==> src/rtl/ex_stage_pipe_if.sv <==
// EX stage bus: ID/EX operands and control in, writeback forwarding, EX/MEM output side.
// dbg_state exposes the multiplier FSM state (always 0 when the multiplier is not built).
interface ex_stage_pipe_if #(
    parameter int DW  = 16,
    parameter int RW  = 4,
    parameter int SHW = $clog2(DW)
);
    // valid/ready: a transfer happens on a rising clk edge where valid && ready;
    // the producer holds its payload stable while valid is high and ready is low.
    logic           in_valid;
    logic           in_ready;
    logic [3:0]     op;
    logic [1:0]     alu_src;
    logic [SHW-1:0] shamt;
    logic [DW-1:0]  rs_data;
    logic [DW-1:0]  rt_data;
    logic [RW-1:0]  rs_idx;
    logic [RW-1:0]  rt_idx;
    logic [RW-1:0]  dst_idx;
    logic [DW-1:0]  imm;
    logic [DW-1:0]  offset;
    logic           wb_in;
    logic [1:0]     mem_in;
    logic           wb_fwd_en;
    logic [RW-1:0]  wb_fwd_idx;
    logic [DW-1:0]  wb_fwd_data;
    logic           flush;
    logic           out_ready;
    logic           out_valid;
    logic [DW-1:0]  result;
    logic [DW-1:0]  store_data;
    logic [RW-1:0]  out_dst;
    logic           out_wb;
    logic [1:0]     out_mem;
    logic [2:0]     flags;
    logic [1:0]     dbg_state;

    modport master (
        output in_valid, op, alu_src, shamt, rs_data, rt_data, rs_idx, rt_idx, dst_idx,
               imm, offset, wb_in, mem_in, wb_fwd_en, wb_fwd_idx, wb_fwd_data, flush, out_ready,
        input  in_ready, out_valid, result, store_data, out_dst, out_wb, out_mem, flags, dbg_state
    );

    modport slave (
        input  in_valid, op, alu_src, shamt, rs_data, rt_data, rs_idx, rt_idx, dst_idx,
               imm, offset, wb_in, mem_in, wb_fwd_en, wb_fwd_idx, wb_fwd_data, flush, out_ready,
        output in_ready, out_valid, result, store_data, out_dst, out_wb, out_mem, flags, dbg_state
    );
endinterface

==> src/rtl/ex_stage_pipe.sv <==
// Execute stage: forwarding, B-source select, saturating ALU, sticky {Z,V,N} flags, EX/MEM register.
// Define EX_MUL_EN to build the iterative shift-add multiplier (op 0x4) and its IDLE/MUL/HOLD FSM.
module ex_stage_pipe #(
    parameter int DW  = 16,
    parameter int RW  = 4,
    parameter int SHW = $clog2(DW)
) (
    input  logic           clk,
    input  logic           rst,
    ex_stage_pipe_if.slave bus
);
    localparam logic [3:0] OP_ADD  = 4'h0;
    localparam logic [3:0] OP_SUB  = 4'h1;
    localparam logic [3:0] OP_NAND = 4'h2;
    localparam logic [3:0] OP_XOR  = 4'h3;
    localparam logic [3:0] OP_MUL  = 4'h4;
    localparam logic [3:0] OP_SRA  = 4'h5;
    localparam logic [3:0] OP_SRL  = 4'h6;
    localparam logic [3:0] OP_SLL  = 4'h7;
    localparam logic [3:0] OP_LHB  = 4'hA;
    localparam logic [3:0] OP_LLB  = 4'hB;

    logic           out_valid_q;
    logic [DW-1:0]  result_q;
    logic [DW-1:0]  store_q;
    logic [RW-1:0]  dst_q;
    logic           wb_q;
    logic [1:0]     mem_q;
    logic [2:0]     flags_q;

    logic           load_en;
    logic           accept;
    logic           fsm_idle;
    logic           start_mul;
    logic           hold_fire;
    logic [DW-1:0]  mul_res;
    logic [DW-1:0]  mul_store;
    logic [RW-1:0]  mul_dst;
    logic           mul_wb;
    logic [1:0]     mul_mem;

    logic [DW-1:0]  a_val;
    logic [DW-1:0]  rt_val;
    logic [DW-1:0]  b_val;
    logic [SHW-1:0] sh;
    logic [DW-1:0]  sum;
    logic [DW-1:0]  diff;
    logic [DW-1:0]  sat;
    logic [DW-1:0]  alu_res;
    logic           v_new;
    logic           upd_z;
    logic           upd_vn;

    assign load_en      = !out_valid_q || bus.out_ready;
    assign bus.in_ready = fsm_idle && load_en;
    assign accept       = bus.in_valid && bus.in_ready;

    // Own output register beats the writeback stage; index 0 is hard zero and never forwarded.
    function automatic logic [DW-1:0] fwd_sel(
        input logic [RW-1:0] idx,      input logic [DW-1:0] rf,
        input logic          own_en,   input logic [RW-1:0] own_idx, input logic [DW-1:0] own_data,
        input logic          wbf_en,   input logic [RW-1:0] wbf_idx, input logic [DW-1:0] wbf_data
    );
        logic [DW-1:0] v;
        v = rf;
        if (idx != '0 && own_en && own_idx == idx)
            v = own_data;
        else if (idx != '0 && wbf_en && wbf_idx == idx)
            v = wbf_data;
        return v;
    endfunction

    assign a_val  = fwd_sel(bus.rs_idx, bus.rs_data, out_valid_q && wb_q, dst_q, result_q,
                            bus.wb_fwd_en, bus.wb_fwd_idx, bus.wb_fwd_data);
    assign rt_val = fwd_sel(bus.rt_idx, bus.rt_data, out_valid_q && wb_q, dst_q, result_q,
                            bus.wb_fwd_en, bus.wb_fwd_idx, bus.wb_fwd_data);

    always_comb begin
        b_val = rt_val;
        case (bus.alu_src)
            2'b00:   b_val = rt_val;
            2'b01:   b_val = bus.imm;
            2'b10:   b_val = bus.offset;
            default: b_val = {{(DW-1){1'b0}}, 1'b1};
        endcase
    end

    assign sh   = bus.shamt;
    assign sum  = a_val + b_val;
    assign diff = a_val - b_val;
    // Signed overflow always saturates toward the sign of a.
    assign sat  = a_val[DW-1] ? {1'b1, {(DW-1){1'b0}}} : {1'b0, {(DW-1){1'b1}}};

    always_comb begin
        alu_res = '0;
        v_new   = 1'b0;
        upd_z   = 1'b0;
        upd_vn  = 1'b0;
        case (bus.op)
            OP_ADD: begin
                v_new   = (a_val[DW-1] == b_val[DW-1]) && (sum[DW-1] != a_val[DW-1]);
                alu_res = v_new ? sat : sum;
                upd_vn  = 1'b1;
            end
            OP_SUB: begin
                v_new   = (a_val[DW-1] != b_val[DW-1]) && (diff[DW-1] != a_val[DW-1]);
                alu_res = v_new ? sat : diff;
                upd_vn  = 1'b1;
            end
            OP_NAND: begin alu_res = ~(a_val & b_val); upd_z = 1'b1; end
            OP_XOR:  begin alu_res = a_val ^ b_val;    upd_z = 1'b1; end
            OP_SRA:  begin alu_res = $signed(a_val) >>> sh; upd_z = 1'b1; end
            OP_SRL:  begin alu_res = a_val >> sh;      upd_z = 1'b1; end
            OP_SLL:  begin alu_res = a_val << sh;      upd_z = 1'b1; end
            OP_LHB:  alu_res = {b_val[7:0], a_val[DW-9:0]};
            OP_LLB:  alu_res = {a_val[DW-1:8], b_val[7:0]};
            default: alu_res = '0;
        endcase
    end

`ifdef EX_MUL_EN
    localparam int CW = (DW > 1) ? $clog2(DW) : 1;

    typedef enum logic [1:0] {
        S_IDLE = 2'd0,
        S_MUL  = 2'd1,
        S_HOLD = 2'd2
    } state_t;

    state_t         state;
    state_t         state_nxt;
    logic [CW-1:0]  cnt;
    logic [DW-1:0]  m_cand;
    logic [DW-1:0]  m_plier;
    logic [DW-1:0]  acc;

    assign fsm_idle      = (state == S_IDLE);
    assign start_mul     = accept && (bus.op == OP_MUL);
    assign hold_fire     = (state == S_HOLD) && load_en;
    assign mul_res       = acc;
    assign bus.dbg_state = state;

    always_ff @(posedge clk or negedge rst) begin
        if (!rst) state <= S_IDLE;
        else      state <= state_nxt;
    end

    always_comb begin
        state_nxt = state;
        case (state)
            S_IDLE:  if (start_mul) state_nxt = S_MUL;
            S_MUL:   if (cnt == '0) state_nxt = S_HOLD;
            S_HOLD:  if (load_en) state_nxt = S_IDLE;
            default: state_nxt = S_IDLE;
        endcase
        if (bus.flush) state_nxt = S_IDLE;
    end

    // One shift-add step per MUL cycle; only the low DW product bits are kept.
    always_ff @(posedge clk or negedge rst) begin
        if (!rst) begin
            cnt       <= '0;
            m_cand    <= '0;
            m_plier   <= '0;
            acc       <= '0;
            mul_store <= '0;
            mul_dst   <= '0;
            mul_wb    <= 1'b0;
            mul_mem   <= '0;
        end else if (state == S_IDLE && start_mul) begin
            cnt       <= CW'(DW - 1);
            m_cand    <= a_val;
            m_plier   <= b_val;
            acc       <= '0;
            mul_store <= rt_val;
            mul_dst   <= bus.dst_idx;
            mul_wb    <= bus.wb_in;
            mul_mem   <= bus.mem_in;
        end else if (state == S_MUL) begin
            if (m_plier[0]) acc <= acc + m_cand;
            m_cand  <= m_cand << 1;
            m_plier <= m_plier >> 1;
            if (cnt != '0) cnt <= cnt - 1'b1;
        end
    end
`else
    assign fsm_idle      = 1'b1;
    assign start_mul     = 1'b0;
    assign hold_fire     = 1'b0;
    assign mul_res       = '0;
    assign mul_store     = '0;
    assign mul_dst       = '0;
    assign mul_wb        = 1'b0;
    assign mul_mem       = '0;
    assign bus.dbg_state = 2'b00;
`endif

    always_ff @(posedge clk or negedge rst) begin
        if (!rst) begin
            out_valid_q <= 1'b0;
            result_q    <= '0;
            store_q     <= '0;
            dst_q       <= '0;
            wb_q        <= 1'b0;
            mem_q       <= '0;
            flags_q     <= '0;
        end else if (bus.flush) begin
            out_valid_q <= 1'b0;
        end else if (load_en) begin
            if (hold_fire) begin
                out_valid_q <= 1'b1;
                result_q    <= mul_res;
                store_q     <= mul_store;
                dst_q       <= mul_dst;
                wb_q        <= mul_wb;
                mem_q       <= mul_mem;
            end else if (accept && !start_mul) begin
                out_valid_q <= 1'b1;
                result_q    <= alu_res;
                store_q     <= rt_val;
                dst_q       <= bus.dst_idx;
                wb_q        <= bus.wb_in;
                mem_q       <= bus.mem_in;
                if (upd_vn)
                    flags_q <= {(alu_res == '0), v_new, alu_res[DW-1]};
                else if (upd_z)
                    flags_q[2] <= (alu_res == '0);
            end else begin
                out_valid_q <= 1'b0;
            end
        end
    end

    assign bus.out_valid  = out_valid_q;
    assign bus.result     = result_q;
    assign bus.store_data = store_q;
    assign bus.out_dst    = dst_q;
    assign bus.out_wb     = wb_q;
    assign bus.out_mem    = mem_q;
    assign bus.flags      = flags_q;
endmodule

==> src/flat_wrapper.sv <==
// flat-port wrapper written by rule: the top's interface ports become plain ports
module ex_stage_pipe_flat 
#(
    parameter int DW  = 16,
    parameter int RW  = 4,
    parameter int SHW = $clog2(DW)
)
  (clk, rst, bus_in_valid, bus_op, bus_alu_src, bus_shamt, bus_rs_data, bus_rt_data, bus_rs_idx, bus_rt_idx, bus_dst_idx, bus_imm, bus_offset, bus_wb_in, bus_mem_in, bus_wb_fwd_en, bus_wb_fwd_idx, bus_wb_fwd_data, bus_flush, bus_out_ready, bus_in_ready, bus_out_valid, bus_result, bus_store_data, bus_out_dst, bus_out_wb, bus_out_mem, bus_flags, bus_dbg_state);
  ex_stage_pipe_if #(.DW(DW), .RW(RW), .SHW(SHW)) bus_i ();
  input  logic clk;
  input  logic rst;
  input wire logic [$bits(bus_i.in_valid)-1:0] bus_in_valid;
  input wire logic [$bits(bus_i.op)-1:0] bus_op;
  input wire logic [$bits(bus_i.alu_src)-1:0] bus_alu_src;
  input wire logic [$bits(bus_i.shamt)-1:0] bus_shamt;
  input wire logic [$bits(bus_i.rs_data)-1:0] bus_rs_data;
  input wire logic [$bits(bus_i.rt_data)-1:0] bus_rt_data;
  input wire logic [$bits(bus_i.rs_idx)-1:0] bus_rs_idx;
  input wire logic [$bits(bus_i.rt_idx)-1:0] bus_rt_idx;
  input wire logic [$bits(bus_i.dst_idx)-1:0] bus_dst_idx;
  input wire logic [$bits(bus_i.imm)-1:0] bus_imm;
  input wire logic [$bits(bus_i.offset)-1:0] bus_offset;
  input wire logic [$bits(bus_i.wb_in)-1:0] bus_wb_in;
  input wire logic [$bits(bus_i.mem_in)-1:0] bus_mem_in;
  input wire logic [$bits(bus_i.wb_fwd_en)-1:0] bus_wb_fwd_en;
  input wire logic [$bits(bus_i.wb_fwd_idx)-1:0] bus_wb_fwd_idx;
  input wire logic [$bits(bus_i.wb_fwd_data)-1:0] bus_wb_fwd_data;
  input wire logic [$bits(bus_i.flush)-1:0] bus_flush;
  input wire logic [$bits(bus_i.out_ready)-1:0] bus_out_ready;
  output wire logic [$bits(bus_i.in_ready)-1:0] bus_in_ready;
  output wire logic [$bits(bus_i.out_valid)-1:0] bus_out_valid;
  output wire logic [$bits(bus_i.result)-1:0] bus_result;
  output wire logic [$bits(bus_i.store_data)-1:0] bus_store_data;
  output wire logic [$bits(bus_i.out_dst)-1:0] bus_out_dst;
  output wire logic [$bits(bus_i.out_wb)-1:0] bus_out_wb;
  output wire logic [$bits(bus_i.out_mem)-1:0] bus_out_mem;
  output wire logic [$bits(bus_i.flags)-1:0] bus_flags;
  output wire logic [$bits(bus_i.dbg_state)-1:0] bus_dbg_state;
  assign bus_i.in_valid = bus_in_valid;
  assign bus_i.op = bus_op;
  assign bus_i.alu_src = bus_alu_src;
  assign bus_i.shamt = bus_shamt;
  assign bus_i.rs_data = bus_rs_data;
  assign bus_i.rt_data = bus_rt_data;
  assign bus_i.rs_idx = bus_rs_idx;
  assign bus_i.rt_idx = bus_rt_idx;
  assign bus_i.dst_idx = bus_dst_idx;
  assign bus_i.imm = bus_imm;
  assign bus_i.offset = bus_offset;
  assign bus_i.wb_in = bus_wb_in;
  assign bus_i.mem_in = bus_mem_in;
  assign bus_i.wb_fwd_en = bus_wb_fwd_en;
  assign bus_i.wb_fwd_idx = bus_wb_fwd_idx;
  assign bus_i.wb_fwd_data = bus_wb_fwd_data;
  assign bus_i.flush = bus_flush;
  assign bus_i.out_ready = bus_out_ready;
  assign bus_in_ready = bus_i.in_ready;
  assign bus_out_valid = bus_i.out_valid;
  assign bus_result = bus_i.result;
  assign bus_store_data = bus_i.store_data;
  assign bus_out_dst = bus_i.out_dst;
  assign bus_out_wb = bus_i.out_wb;
  assign bus_out_mem = bus_i.out_mem;
  assign bus_flags = bus_i.flags;
  assign bus_dbg_state = bus_i.dbg_state;
  ex_stage_pipe #(.DW(DW), .RW(RW), .SHW(SHW)) u_core (.clk(clk), .rst(rst), .bus(bus_i));
endmodule
==> config.mk <==
export PLATFORM = sky130hd
export DESIGN_NAME = ex_stage_pipe_flat
export DESIGN_NICKNAME = d
export VERILOG_FILES = /design/src/rtl/ex_stage_pipe_if.sv /design/src/rtl/ex_stage_pipe.sv /design/src/flat_wrapper.sv
export SDC_FILE = /design/constraint.sdc
export NUM_CORES = 1
export LEC_CHECK = 0
export BUFFER_PORTS_ARGS = -buffer_cell sky130_fd_sc_hd__buf_2
export CORE_ASPECT_RATIO = 0.7
export CORE_MARGIN = 5
export CORE_UTILIZATION = 25
export DETAILED_ROUTE_END_ITERATION = 10
export GPL_TIMING_DRIVEN = 0
export SLEW_MARGIN = 20
export SYNTH_ARGS = -nofsm -noshare
export SYNTH_HDL_FRONTEND = slang
export SYNTH_SLANG_ARGS = --single-unit
==> constraint.sdc <==
create_clock -name clk -period 6.21 [get_ports clk]
set_input_delay 1.242 -clock clk [delete_from_list [all_inputs] [get_ports clk]]
set_output_delay 1.242 -clock clk [all_outputs]
set_load 0.01 [all_outputs]
==> results of run 1 <==
-- stage by stage --
step | total power [mW] | utilization [%] | hold WS, ns | cell area (sq um) | TNS (ns)
2_1_floorplan | 0.929 | - | 0.512 | 7350 | -0.584
3_3_place_gp | 1.31 | 29.8 | 0.477 | 8580 | -42.48
3_5_place_dp | 1.31 | 30.0 | 0.475 | 8640 | -40.64
4_1_cts | 1.74 | 33.5 | 0.498 | 9670 | -5.91
5_1_grt | 1.97 | 36.0 | 0.522 | 10400 | -11.37
6_report | 1.90 | 36.0 | 0.494 | 10400 | -8.91
-- metal layers --
layer	vias up	share of wire, %	track usage, %
met5	-	0.027	0
met4	2	1.8	3.71
met3	78	16	12.1
met2	761	38	36.2
met1	5090	44	41.7
li1	4352	-	-
-- flip-flops by register name, summed over array words and instances, names as in the netlist --
register and cells:
u_core.bus.out_dst 4, u_core.bus.out_mem 2, u_core.bus.out_wb 1, u_core.bus.result 16
u_core.bus.flags 3, u_core.bus.out_valid 1, u_core.bus.store_data 16
-- cell type report --
class	instances	share of cell area (%)
Inverter	45	1.68
Antenna cell	2	0.0482
Timing Repair Buffer	239	14.9
Tap cell	378	4.56
Sequential cell	43	10.4
Buffer	67	3.98
Clock inverter	2	0.121
Clock buffer	6	1.24
Multi-Input combinational cell	866	63.1
-- worst max-delay path: cells and delay by family --
kind / cells / cell delay, ns
AND/OR/NAND/NOR: 11 / 2.37
buffers and inverters: 4 / 0.55
AO/OA/AOI/OAI: 13 / 2.43
adder cells (fa/ha/maj): 2 / 0.73
multiplexers: 1 / 0.20
-- power by group --
part / total [mW] / internal, mW / switching (mW)
clock: 0.281 / 0.149 / 0.132
sequential: 0.394 / 0.332 / 0.0623
combinational: 1.23 / 0.488 / 0.738
total: 1.90 / 0.969 / 0.933
-- final timing paths --
kind	startpoint	endpoint	slack, ns	cells past startpoint
hold / removal	u_core.bus.store_data[5]	u_core.bus.store_data[5]	0.49	1
setup / recovery	bus_rt_idx[1]	u_core.bus.flags[2]	-1.13	31
setup reg to reg	u_core.bus.out_dst[2]	u_core.bus.flags[2]	-0.54	30
min in group asynchronous	rst	u_core.bus.out_valid	0.94	1
max in group asynchronous	rst	u_core.bus.store_data[9]	4.86	1
hold reg to reg	u_core.bus.store_data[5]	u_core.bus.store_data[5]	0.49	1
-- placed cells by master (no fill, tap or decap), types with 34 or more instances in the layout --
| master | n |
|---|---|
| buf_2 | 151 |
| inv_1 | 37 |
| nor3_1 | 34 |
| mux2i_1 | 40 |
| nor2_1 | 98 |
| xnor2_1 | 37 |
| dfrtp_1 | 43 |
| o21ai_0 | 63 |
| nand2_1 | 73 |
| a21oi_1 | 73 |
| nand3_1 | 37 |
| buf_4 | 70 |
| clkbuf_1 | 40 |
-- timing repair --
action / in CTS / in global routing
resized for setup: 117 / 108
buffers inserted: 45 / 39
pin swaps: 54 / 66
endpoints found under the setup margin: 19 / 19
-- cells by family (layout without fill, tap and decap cells) --
group,after synthesis,after routing
mux,72,72
xor+xnor,40,40
flops,43,43
compound gates,361,361
buf+inv,120,359
other cells,1,4
simple gates,357,357
fa+ha+maj,34,34
==> results by group, run 1 <==
STA
  • Setup-failing EPs final: 19
  • PnR worst setup slack: -1.13 ns
  • Slew HR: 31.8%
  • Period utilisation layout: 118%
  • RSZ-0062 raised after global routing: true
  • Slew Viols, Final: 0
  • Max Clk Rate: 136 MHz
  • Final hold violation count: 0
  • Crit path time final: about 7.3 ns
  • Fin Clk Skew: 0.00752 ns
  • Slew @ Worst Pin: 1.02 ns

Outcome
  • Status: complete, but fails checks
  • Failing checks: setup timing

Detailed routing
  • Remaining DRCs: 0
  • Routed Antenna Nets: 0
  • Iter 0 DRT Violations: 1651
  • Vias post-DR: 10300
  • Drt pass-1 iters: 5
  • Routed wire length: about 48000 um
  • Post-DR wirelength/cell: 29.3 um
  • Via/cell ratio: 6.24

Yosys
  • Adder-Cell Fraction of Synth Area: 6.15%
  • Synth Area in XOR/XNOR: 4.81%
  • Count leader, synth: nor2_1
  • Mux share of post-synthesis cell area: 10.9%
  • Ys flop type: dfrtp_1
  • Largest family of logic cells by synthesized area: compound AO/OA/AOI/OAI gates
  • Complex-gate fraction of the synthesized area: 33.1%
  • Seq/Total Area, Yosys: 14.8%
  • Post-synthesis cell type count: 86
  • Number of synthesized register bits: 43
  • Number of enable flip-flop cells after synthesis: 0
  • Post-synth top area share: 14.8%
  • Simple-Gate Fraction of Synth Area: 23.4%
  • Area leader, netlist: dfrtp_1
  • Area contributors post-synth: dfrtp_1 15%, a21oi_1 6.7%, nor2_1 6.3%
  • Synth top cells by count: 122 x nor2_1, 97 x a21oi_1, 75 x nand2_1
  • Mapped Area: 7280 sq um
  • Ys Warns: 0
  • Post-Synthesis Cells: 1028
  • Ys async rst share: 100%
  • Syn_area_per_cell: just over 7 sq um

Die
  • Die Wd: 214 um
  • Die span in y: 153 um
  • Core Region: about 29000 sq um
  • Num rows: 52
  • Initial Utilization: roughly 25%
  • Die ar.: 32700 sq um
  • Ports: 161

Global route
  • Grt ovf: 0
  • Vias in the first global route: 9447
  • First-pass GRT wire length: a little under 70000 um
  • GR Util All Layers: 27.5%
  • Pin count of the biggest net entering global routing: 44
  • Initial antenna violation count: 1

Power and ir drop
  • PwrDens: between 150 and 200 nW/um^2
  • LEAKAGE: 4.14 nW
  • Peak supply drop: 0.103 mV

Cells and area
  • Filler Cells Inserted: 3093
  • Synth-to-layout area growth: 42.7%
  • Area of the multi-input gates: ~6600 sq um
  • Nets: 1416
  • Layout cell share with drive strength beyond 1: 34.1%
  • FF+latch area: 1080 sq um
  • Final Instance Count excl. Fillers: 1648

Clocking
  • Clock Sinks: 43
  • TritonCTS clock tree: yes
  • CTS Hold Buffers Added: 0
  • Num CTS Buffers: 5
  • Clk_lat worst skew: 0.31 ns
  • CTS HTree Levels: 2
  • Clock-pin slew on the worst setup and hold paths: 0.07 ns
  • Root buffer cell: clkbuf_16
  • Longest Clk Path Bufs: 2

Placement
  • Port Buffers: 153
  • Placer Congestion: 1.08
  • Detailed placement HPWL: approximately 38000 um
  • Placement Setup Slack: -3.39 ns
  • Placed insts: 1563

Setup path
  • CP Launch Type: input port
  • CP max-delay cell: fa_1
  • Arrival time worst endpoint: 7.54 ns
  • WS Path Type: in -> reg
  • Crit Path Max Fanout: 7
  • CP max stage delay: 0.56 ns
  • CP Capture Type: flip-flop
  • WP data required: 6.40 ns

Flow run
  • Max Cap Viol: 0

Min path
  • Worst Hold Class: reg -> reg
Power figures use the tool's default switching activity.
==> inputs of run 2 (changes only) <==
--- a/config.mk
+++ b/config.mk
@@ -5,6 +5,7 @@
 export SDC_FILE = /design/constraint.sdc
 export NUM_CORES = 1
 export LEC_CHECK = 0
+export ABC_AREA = 1
 export BUFFER_PORTS_ARGS = -buffer_cell sky130_fd_sc_hd__buf_2
 export CORE_ASPECT_RATIO = 0.7
 export CORE_MARGIN = 5
==> run 2 against run 1 <==
  * Critical path type unchanged
  * Die area up 0.26%
  * Count of clock-buffer cells in the layout down 1
  * Utilization down 4.2 points
  * The run now ends clean
  * Clock skew about the same
  * Non-clock buffer count down 77
==> results by group, run 2 <==
Clocking
  • Clk_lat worst skew: 0.29 ns
  • Num CTS Buffers: 5
  • Clock Sinks: 43
  • TritonCTS clock tree: yes
  • Clock-pin slew on the worst setup and hold paths: around 0.070 ns
  • CTS HTree Levels: 2
  • CTS Hold Buffers Added: 0
  • Longest Clk Path Bufs: 2
  • Root buffer cell: clkbuf_16

Global route
  • Pin count of the biggest net entering global routing: 44
  • GR Util All Layers: 21.6%
  • Grt ovf: 0
  • Initial antenna violation count: 1
  • Vias in the first global route: 8795
  • First-pass GRT wire length: between 50000 and 60000 um

Flow run
  • Max Cap Viol: 0

Yosys
  • Ys flop type: dfrtp_1
  • Post-synth top area share: 18.7%
  • Area contributors post-synth: nand2_1 19%, nand3_1 16%, dfrtp_1 15%
  • Syn_area_per_cell: between 5 and 6 sq um
  • Count leader, synth: nand2_1
  • Synth top cells by count: 364 x nand2_1, 227 x nand3_1, 177 x inv_1
  • Number of enable flip-flop cells after synthesis: 0
  • Area leader, netlist: nand2_1
  • Post-Synthesis Cells: 1308
  • Post-synthesis cell type count: 53
  • Ys Warns: 0
  • Mapped Area: 7300 sq um
  • Number of synthesized register bits: 43
  • Seq/Total Area, Yosys: 14.7%
  • Ys async rst share: between 90% and 100%

Detailed routing
  • Routed wire length: 38000 um
  • Iter 0 DRT Violations: 1101
  • DR WL met2: 14700 um
  • Remaining DRCs: 0
  • Wire length on met3: 4570 um
  • Routed met1 length: 18300 um
  • Uppermost layer routed: met5
  • Post-DR wirelength/cell: a little over 20 um
  • Drt pass-1 iters: 6
  • Vias post-DR: 9839
  • Via/cell ratio: 5.27
  • Routed Antenna Nets: 0

STA
  • Fin Clk Skew: 0.00740 ns
  • Post-route setup TNS: 0 ns
  • Final hold slack: 0.477 ns
  • Slew @ Worst Pin: 1.14 ns
  • Max Clk Rate: around 170 MHz
  • Final hold violation count: 0
  • Crit path time final: 6.02 ns
  • Period utilisation layout: 97.0%
  • Slew HR: 23.3%
  • Setup-failing EPs final: 0
  • Slew Viols, Final: 0

Setup path
  • CP max stage delay: approximately 0.6 ns
  • Reg-to-Reg Start: u_core.bus.out_valid
  • Crit Path Max Fanout: 6
  • Worst r2r path cells: 30
  • Arrival time worst endpoint: 6.26 ns
  • WP data required: 6.44 ns
  • RR Endpoint: u_core.bus.flags[2]
  • CP Launch Type: input port
  • CP max-delay cell: fa_1
  • WS Path Type: in -> reg
  • CP Capture Type: flip-flop
  • R2r setup slk: 0.82 ns
  • Cell mode on critical path: nand2_1

Min path
  • Hold endpoint: u_core.bus.out_mem[1]
  • Hold path cells: 2
  • Worst Hold Class: reg -> reg
  • Hold Crit Start: u_core.bus.out_mem[1]

Power and ir drop
  • Peak supply drop: 0.116 mV
  • PwrDens: 174 nW/um^2
  • LEAKAGE: 4.88 nW

Placement
  • Placer Congestion: 0.971
  • Detailed placement HPWL: 32000 um
  • Port Buffers: 155

Cells and area
  • Most common cell after layout, fill and taps aside: nand2_1
  • Commonest cells after routing, fill and taps aside: 357 x nand2_1, 219 x nand3_1, 173 x inv_1
  • Nets: between 1500 and 2000
  • Layout cell share with drive strength beyond 1: 20.4%
  • Utilization after layout: around a third
  • Filler Cells Inserted: 3273
  • Ant. Diodes: 0
  • Synth-to-layout area growth: 25.5%

Die
  • Ports: 161
  • Die Wd: 214 um
  • Num rows: 52
  • Initial Utilization: 25.3%
  • Die span in y: 153 um
  • Core Region: 28800 sq um
  • Die ar.: around 33000 sq um

Outcome
  • Status: finished, final reports clean
-- run 2: cell types whose count changed after synthesis, moves of 20 or more --
cell and delta:
xnor2_1 -37, mux2i_1 -44, mux2_2 -24, clkbuf_1 -25, nand2_1 +289, nand3_1 +188
o21ai_0 +20, xor2_1 +22, a21oi_1 -47, inv_1 +136, nor2_1 -33, nor3_1 -27
-- run 2: per-layer routing --
| metal | vias up | track usage, % |
|---|---|---|
| met2 | 546 | 29.3 |
| met3 | 24 | 5.56 |
| met4 | 2 | 2.82 |
| li1 | 4621 | - |
| met1 | 4646 | 34.6 |
| met5 | - | 0 |
-- run 2: worst max-delay path by stage --
stage                     depth (start not counted)  slack [ns]              start                  end
after floorplan                                  35        0.55      bus_rt_idx[1]  u_core.bus.flags[2]
after global placement                           31       -1.22      bus_rt_idx[1]  u_core.bus.flags[2]
after detailed placement                         31       -1.22      bus_rt_idx[1]  u_core.bus.flags[2]
after CTS                                        36       0.005      bus_rt_idx[1]  u_core.bus.flags[2]
after global routing                             34       -0.08  bus_wb_fwd_idx[3]  u_core.bus.flags[2]
final                                            33        0.19  bus_wb_fwd_idx[3]  u_core.bus.flags[2]
-- run 2: report_power, final --
group          switching (mW)  total, mW  leakage [nW]  internal (mW)
logic                   0.615      0.932          4.26          0.317
clock network           0.122      0.273        0.0664          0.151
registers              0.0603      0.388         0.546          0.327
total                   0.798       1.59          4.88          0.795
-- run 2: through the flow --
| step | power [mW] | cell area [sq um] | cells | worst slack, ns |
|---|---|---|---|---|
| final | 1.59 | 9160 | 1867 | 0.187 |
| after global routing | 1.69 | 9160 | 1867 | -0.0774 |
| after CTS | 1.51 | 8820 | 1856 | 0.00494 |
| after detailed placement | 1.22 | 8550 | 1842 | -1.22 |
| after global placement | 1.22 | 8550 | 1842 | -1.22 |
| after floorplan | 0.880 | 7300 | 1309 | 0.546 |
-- run 2: area by class of cell --
type / count / area (sq um) / share of cell area, %
tap: 378 / 473 / 5.16
clock inverter: 3 / 23.8 / 0.259
timing repair buffer: 174 / 941 / 10.3
sequential: 43 / 1080 / 11.7
multi-input combinational: 1017 / 5480 / 59.8
clock buffer: 5 / 125 / 1.37
inverter: 192 / 732 / 7.99
buffer: 55 / 317 / 3.45
-- run 2: cell families (layout without fill, tap and decap cells) --
group,Yosys count,count (layout),synth area share (%)
compound gates,197,197,15.3
xor+xnor,25,25,3.00
fa+ha+maj,34,34,6.14
buf+inv,249,429,13.8
flops,43,43,14.7
other cells,1,2,0.0514
simple gates,759,759,46.9
-- run 2: what timing repair did --
item,in CTS,in global routing
setup endpoints to repair,19,16
gates resized for setup,32,70
gates cloned,0,1
buffers inserted,7,11
pin swaps,7,27
-- run 2: worst max-delay path, delay by kind of cell --
family / cells / cell delay, ns
AO/OA/AOI/OAI: 6 / 0.84
adder cells (fa/ha/maj): 2 / 1.03
buffers and inverters: 6 / 0.71
AND/OR/NAND/NOR: 19 / 2.42
==> inputs of run 3 (changes only) <==
==> constraint.sdc (replaced) <==
create_clock -name clk -period 6.21 [get_ports clk]
set_input_delay 0.3105 -clock clk [delete_from_list [all_inputs] [get_ports clk]]
set_output_delay 0.3105 -clock clk [all_outputs]
set_load 0.01 [all_outputs]
==> run 3 against run 2 <==
  * Register-to-register slack lost 0.37 ns
  * Critical path depth grew 1
  * First-iteration DRC count increased by 1.5%
  * Sequential cell count is the same
  * Clock power about the same
  * Global-route usage shrank 0.063 points
  * Via count fell by 1.2%
  * Setup slack gained 0.26 ns
  * Highest routed layer unchanged
  * Sequential share of layout area rose by 0.47 points
  * Critical endpoint unchanged
  * Non-clock buffer count fell by 14
  * Power down 3.8%
  * Count of clock-buffer cells in the layout stayed put
==> results by group, run 3 (synthesis gave the netlist of run 2 again) <==
Outcome
  • Status: finished, final reports clean

Global route
  • First-pass GRT wire length: 55100 um
  • Vias in the first global route: between 8000 and 9000
  • Grt ovf: 0
  • Pin count of the biggest net entering global routing: 44
  • Initial antenna violation count: 1
  • GR Util All Layers: 21.6%

Cells and area
  • Nets: roughly 1600
  • Final Instance Count excl. Fillers: between 1500 and 2000
  • Most common cell after layout, fill and taps aside: nand2_1
  • Layout cell share with drive strength beyond 1: 17.2%
  • Utilization after layout: 30.6%
  • Synth-to-layout area growth: 20.7%
  • Commonest cells after routing, fill and taps aside: 363 x nand2_1, 227 x nand3_1, 177 x inv_1
  • Ant. Diodes: 0
  • Filler Cells Inserted: 3306

Die
  • Num rows: 52
  • Core Region: 28800 sq um
  • Die span in y: 153 um
  • Initial Utilization: about a quarter
  • Ports: about 160
  • Die ar.: 32800 sq um
  • Die Wd: 214 um

Clocking
  • Clock Sinks: 43
  • CTS HTree Levels: 2
  • Clock-pin slew on the worst setup and hold paths: 0.07 ns
  • Num CTS Buffers: 5
  • TritonCTS clock tree: yes
  • Root buffer cell: clkbuf_16
  • CTS Hold Buffers Added: 0
  • Clk_lat worst skew: a little under 0.3 ns
  • Longest Clk Path Bufs: 2

Detailed routing
  • Remaining DRCs: 0
  • Drt pass-1 iters: 5
  • Routed wire length: 37700 um
  • Iter 0 DRT Violations: 1118
  • Via/cell ratio: 5.25
  • Routed Antenna Nets: 0
  • Post-DR wirelength/cell: 20.4 um
  • Vias post-DR: 9719

Placement
  • Placement Setup Slack: -0.293 ns
  • Port Buffers: 155
  • Detailed placement HPWL: 32000 um
  • Placed insts: 1842
  • Placer Congestion: 0.971

STA
  • Crit path time final: between 5 and 6 ns
  • Final hold slack: 0.00544 ns
  • Period utilisation layout: ~93%
  • Slew Viols, Final: 0
  • RSZ-0062 raised after global routing: false
  • Slew @ Worst Pin: 1.15 ns
  • Setup-failing EPs final: 0
  • Final hold violation count: 0
  • Max Clk Rate: 174 MHz
  • Fin Clk Skew: 0.00804 ns
  • PnR worst setup slack: 0.447 ns
  • Slew HR: between 20% and 30%

Setup path
  • WS Path Type: reg -> reg
  • R2r setup slk: 0.45 ns
  • CP max-delay cell: fa_1
  • Crit Path Max Fanout: 10
  • Delay-heaviest family, CP: simple AND/OR/NAND/NOR gates
  • CP max stage delay: around 0.50 ns
  • WP data required: 6.44 ns
  • Arrival time worst endpoint: 6.00 ns
  • Cell mode on critical path: nand2_1
  • CP bufs+invs: 8
  • CP Capture Type: flip-flop
  • CP Launch Type: flip-flop

Flow run
  • Max Cap Viol: 0

Min path
  • Worst Hold Class: in -> async

Power and ir drop
  • Overall Power: 1.53 mW
  • LEAKAGE: 4.72 nW
  • PwrDens: 174 nW/um^2
  • Peak supply drop: 0.114 mV
==> run 3: changes by cell type in the layout (fill, tap and decap cells not counted), moves of 8 or more <==
cell / delta
nor2_1: +8
nand3_1: +8
nand3_2: -8
buf_4: -16
==> run 3: cell type report <==
type	instances	area [sq um]	area share, %
timing repair buffer	159	808	9.17
clock buffer	5	125	1.42
multi-input combinational	1017	5290	60.0
buffer	56	287	3.25
sequential	43	1080	12.2
tap	378	473	5.37
clock inverter	3	23.8	0.270
inverter	192	729	8.28
==> run 3: metal layers <==
layer / up-vias / share of wire, % / track usage (%)
met2: 530 / 38 / 29.2
met1: 4572 / 49 / 34.6
met4: 2 / 1.2 / 2.67
met3: 28 / 12 / 5.44
li1: 4587 / - / -
met5: - / 0.034 / 0
==> run 3: timing repair <==
item	CTS	global route
setup buffers	0	4
gates resized for setup	7	25
endpoints found under the setup margin	2	16
pin swaps	0	1
==> run 3: power by group <==
part | internal, mW | switching (mW)
logic | 0.279 | 0.594
clock network | 0.151 | 0.122
registers | 0.328 | 0.0579
==> run 3: worst paths after layout <==
kind,startpoint,endpoint,cells after the start
min reg2reg,u_core.bus.out_mem[1],u_core.bus.out_mem[1],2
max,u_core.bus.out_wb,u_core.bus.flags[2],34
min,rst,u_core.bus.store_data[8],1
max in group asynchronous,rst,u_core.bus.out_dst[1],1
min in group clk,bus_flush,u_core.bus.out_valid,2
max reg2reg,u_core.bus.out_wb,u_core.bus.flags[2],34
==> run 3: worst reg2reg max path, delay by kind of cell (launching register included) <==
kind,cells,cell delay [ns]
buffers and inverters,8,1.14
AO/OA/AOI/OAI,9,1.66
adder cells (fa/ha/maj),2,0.78
AND/OR/NAND/NOR,15,1.76
flip-flops,1,0.38
==> run 3: through the flow <==
step / cell area (sq um) / setup TNS, ns
3_3_place_gp: 8550 / -0.574
2_1_floorplan: 7300 / 0
6_report: 8810 / 0
5_1_grt: 8810 / 0
4_1_cts: 8700 / 0
3_5_place_dp: 8550 / -0.602
